### config.mk
export PLATFORM = sky130hd
export DESIGN_NAME = joybus_tx
export DESIGN_NICKNAME = d
export VERILOG_FILES = /design/src/rtl/joybus_tx.sv
export SDC_FILE = /design/constraint.sdc
export NUM_CORES = 1
export LEC_CHECK = 0
export CELL_PAD_IN_SITES_DETAIL_PLACEMENT = 1
export CELL_PAD_IN_SITES_GLOBAL_PLACEMENT = 1
export CORE_MARGIN = 3
export CORE_UTILIZATION = 35
export DETAILED_ROUTE_END_ITERATION = 6
export PLACE_DENSITY = 0.72
export SYNTH_ARGS = -nofsm -noshare
export SYNTH_HDL_FRONTEND = slang
export SYNTH_SLANG_ARGS = --single-unit
### constraint.sdc
create_clock -name clk -period 2.4 [get_ports clk]
set_input_delay 0.6 -clock clk [delete_from_list [all_inputs] [get_ports clk]]
set_output_delay 0.6 -clock clk [all_outputs]
set_load 0.02 [all_outputs]
### src/rtl/joybus_tx.sv
// Joybus open-drain transmitter: sends 1-8 response bytes MSB first followed by a controller
// stop bit. JB_drive_low is a pull-low enable; the pad tristates the line when it is 0.
module joybus_tx #(
    parameter int unsigned CLKS_PER_US = 50
) (
    input  logic        clk,
    input  logic        rst,
    input  logic        start,
    input  logic [63:0] data,
    input  logic [3:0]  num_bytes,
    output logic        busy,
    output logic        done,
    output logic        JB_drive_low
);

    localparam int unsigned CYC_W = (CLKS_PER_US > 1) ? $clog2(CLKS_PER_US) : 1;
    localparam logic [CYC_W-1:0] CYC_LAST = CYC_W'(CLKS_PER_US - 1);

    typedef enum logic [1:0] {StIdle, StBit, StStop} state_t;

    state_t           state;
    logic [63:0]      shreg;
    logic [6:0]       bits_left;
    logic [1:0]       qtr;
    logic [CYC_W-1:0] cyc;
    logic [3:0]       eff_bytes;

    always_comb begin
        eff_bytes = (num_bytes > 4'd8) ? 4'd8 : num_bytes;
    end

    // Counters describe the position of the cycle that follows each edge, so every output is
    // computed from the next position and registered alongside it.
    always_ff @(posedge clk) begin
        if (rst) begin
            state        <= StIdle;
            shreg        <= '0;
            bits_left    <= '0;
            qtr          <= '0;
            cyc          <= '0;
            busy         <= 1'b0;
            done         <= 1'b0;
            JB_drive_low <= 1'b0;
        end else begin
            done <= 1'b0;
            unique case (state)
                StIdle: begin
                    // done still high means this is the release cycle: start is ignored here
                    if (start && (eff_bytes != 4'd0) && !done) begin
                        shreg        <= data;
                        bits_left    <= {eff_bytes, 3'b000};
                        qtr          <= 2'd0;
                        cyc          <= '0;
                        busy         <= 1'b1;
                        JB_drive_low <= 1'b1;
                        state        <= StBit;
                    end
                end
                StBit: begin
                    if (cyc != CYC_LAST) begin
                        cyc <= cyc + 1'b1;
                    end else begin
                        cyc <= '0;
                        if (qtr != 2'd3) begin
                            qtr          <= qtr + 2'd1;
                            // Next quarter is 1 or 2 (low for a zero bit) unless it is 3
                            JB_drive_low <= (qtr != 2'd2) && !shreg[63];
                        end else begin
                            qtr          <= 2'd0;
                            JB_drive_low <= 1'b1;
                            if (bits_left == 7'd1) begin
                                bits_left <= '0;
                                state     <= StStop;
                            end else begin
                                shreg     <= {shreg[62:0], 1'b0};
                                bits_left <= bits_left - 7'd1;
                            end
                        end
                    end
                end
                StStop: begin
                    if (cyc != CYC_LAST) begin
                        cyc <= cyc + 1'b1;
                    end else begin
                        cyc <= '0;
                        if (qtr == 2'd0) begin
                            qtr <= 2'd1;
                        end else begin
                            qtr          <= 2'd0;
                            JB_drive_low <= 1'b0;
                            busy         <= 1'b0;
                            done         <= 1'b1;
                            state        <= StIdle;
                        end
                    end
                end
                default: begin
                    state        <= StIdle;
                    busy         <= 1'b0;
                    JB_drive_low <= 1'b0;
                end
            endcase
        end
    end

endmodule

==> impl_metrics.json <==
{
  "ff2ff_setup_slack_ns": 0.33,
  "hold_path.startpoint": "shreg[0]",
  "synth-edff-count": 0,
  "area_delta_synth_final_pct": 27.6,
  "cts_tree": "built",
  "synth-main-ff-cell": "dfxtp_1",
  "clkPwrFrac": 0.215,
  "path_cells": "clkdlybuf4s50_1 > nor4_4 > o31a_1 > o31ai_1 > a211oi_1",
  "grt_overflow_total": 0,
  "numCtsBuffers": 9,
  "r2r_start": "state[0]",
  "ff2ff_path_depth": 6,
  "antenna_found_initial": 0,
  "hp-class": "reg2reg",
  "drtPass1Iterations": 4,
  "postCtsHoldBufs": 0,
  "setup.worst_path.class": "in2reg",
  "finalPower_mw": 6.58,
  "yosys.area_share.simple": 0.0708,
  "port_buffers": 73,
  "post_cts_buffers": 0,
  "fin_ws_ns": 0.227,
  "syn_area_per_cell_um2": 10.1,
  "slew_viol_final": 0,
  "chipWidth_um": 121,
  "start_util": 0.361,
  "placed_cell_area_um2": 5570,
  "grt_max_degree": 71,
  "detailedPlace.worstSlack_ns": -0.122,
  "gr-usage-all-layers": 0.172,
  "cts-root-buf": "clkbuf_16",
  "vias": 3960,
  "die_area_um2": 14500,
  "r2r_end": "cyc[1]",
  "drive_above_1_share": 0.0902,
  "final_cell_mix": "84 x dfxtp_1, 73 x clkdlybuf4s50_1, 65 x mux2i_1",
  "ys.warnings.count": 0,
  "ant_nets": 0,
  "drt_iter0_markers": 284,
  "ys_seq_elements": 84,
  "fin_util": 0.461,
  "synth_xor_area_frac": 0.00191,
  "rsz0062_at_grt": "no",
  "p_sw_frac": 0.368,
  "syn_area_um2": 4590,
  "cts_sinks": 84,
  "synth_top_family_by_area": "compound AO/OA/AOI/OAI gates",
  "drc_errors": 0,
  "slowest_stage": "o31ai_1",
  "cp_max_fo": 6,
  "seqPwrFrac": 0.339,
  "ios": 74,
  "diodes": 0,
  "p_int_mw": 4.16,
  "cp-end-kind": "flop",
  "dp_hpwl_mm": 8.14,
  "clock_insertion_delay_worst_skew_ns": 0.34,
  "setup_violations": 0,
  "synth_nets": 536,
  "startpoint_type": "input port",
  "num-fill-cells": 1429,
  "die_y_um": 121,
  "fin_crit_ns": 2.17,
  "vdd_drop_max_mv": 0.443,
  "outcome": "finished, final reports clean",
  "cts-resized-gates": 0,
  "syn-instance-count": 455,
  "cap_violations": 0,
  "tightest_slew_ns": 0.777,
  "cts-htree-levels": 3,
  "synthAdderAreaFrac": 0.0272,
  "coreArea_um2": 12700,
  "synth-async-reset-ratio": 0,
  "power_switching_mw": 2.42,
  "power.density_nw_per_um2": 1120,
  "required_ns": 2.58,
  "fmax_mhz": 460,
  "leakagePower_nw": 2.59,
  "fin_nets": 597,
  "slew_headroom": 0.478,
  "yosysSeqAreaShare": 0.366,
  "ys_types": 53,
  "vias_per_cell": 5.71,
  "crit_arrival_ns": 2.36,
  "slowest_delay_ns": 0.71,
  "post-route-period-util": 0.906,
  "synth_compound_area_frac": 0.327,
  "synthMuxAreaShare": 0.144,
  "hold_depth": 2,
  "design_area_um2": 5860,
  "grt_pass1_vias": 4002,
  "clock_path_buffers": 2,
  "finalHoldViolCount": 0,
  "grt_pass1_wl_mm": 20.4,
  "rows": 41,
  "place.gp.congestion": 0.785,
  "wirelength_mm": 12.4,
  "power.share.combinational": 0.446,
  "finalClockSkew_ns": 0.00722,
  "wl_per_cell_um": 17.8,
  "final_common_cell": "dfxtp_1",
  "min_to": "shreg[0]",
  "clk_pin_slew_worst_paths_ns": 0.06
}
## flip-flops by register name, summed over array words and instances, names as in the netlist
name          flops
shreg            64
bits_left         7
cyc               6
qtr               2
state             2
JB_drive_low      1
busy              1
done              1
## synth_stat cells, types with 5 or more instances
cell type,count,area [um^2]
buf_2,7,35.0
nand2_1,8,30.0
o211a_1,63,631
buf_6,6,67.6
a211oi_1,9,67.6
inv_1,12,45.0
a21oi_1,16,80.1
ha_1,10,125
dfxtp_1,84,1680
nor2_1,9,33.8
o31ai_1,5,37.5
mux2i_1,65,651
o21ai_0,10,50.1
clkbuf_1,27,101
buf_1,5,18.8
or3_1,6,37.5
o211ai_1,64,480
## cell families (layout without fill, tap and decap cells)
family                     count (synthesis)  count (layout)
adders and majority gates                 10              10
AOI/OAI and AO/OA                        184             184
and+or+nand+nor                           50              50
muxes                                     66              66
DFF                                       84              84
xor gates and xnor gates                   1               1
buffers and inverters                     60             126
## worst max-delay path, delay by kind of cell
kind | cells | cell delay (ns)
buffers and inverters | 1 | 0.53
and+or+nand+nor | 1 | 0.08
AOI/OAI and AO/OA | 3 | 1.14
## per-layer routing
| layer | up-vias | track usage | share of wire |
|---|---|---|---|
| met5 | - | 0 | 0 |
| met4 | 0 | 0.0659 | 0.014 |
| met3 | 12 | 0.0337 | 0.045 |
| met2 | 81 | 0.277 | 0.46 |
| met1 | 1951 | 0.228 | 0.48 |
| li1 | 1916 | - | - |
## worst max-delay path by stage
stage	startpoint	to	cells after the start
6_report	num_bytes[2]	cyc[1]	5
5_1_grt	num_bytes[0]	cyc[1]	5
4_1_cts	num_bytes[2]	cyc[1]	5
3_5_place_dp	num_bytes[2]	cyc[1]	5
3_3_place_gp	num_bytes[1]	cyc[0]	5
2_1_floorplan	num_bytes[0]	shreg[27]	6
## power by group through the flow
stage | combinational, mW | clock [mW] | sequential [mW]
floorplan | 2.17 | 0 | 2.18
global placement | 2.85 | 0 | 2.22
detailed placement | 2.94 | 0 | 2.26
CTS | 2.95 | 1.45 | 2.23
global route | 3.23 | 1.50 | 2.29
finish | 2.94 | 1.42 | 2.23
## cell type report
| cell class | instances | area (um^2) | area share |
|---|---|---|---|
| Tap cell | 172 | 215 | 0.0367 |
| Clock buffer | 15 | 268 | 0.0457 |
| Sequential cell | 84 | 1680 | 0.287 |
| Clock inverter | 1 | 30.0 | 0.00512 |
| Inverter | 13 | 48.8 | 0.00832 |
| Timing Repair Buffer | 97 | 973 | 0.166 |
| Multi-Input combinational cell | 311 | 2650 | 0.451 |
## metrics by stage
step                       TNS, ns  hold slack, ns  instances
after floorplan                  0           0.428        455
after global placement    -0.00593           0.441        677
after detailed placement    -0.492           0.463        677
after CTS                        0           0.472        693
after global routing             0           0.490        693
final                            0           0.462        693
No activity file was read; power rests on OpenSTA's default activity.
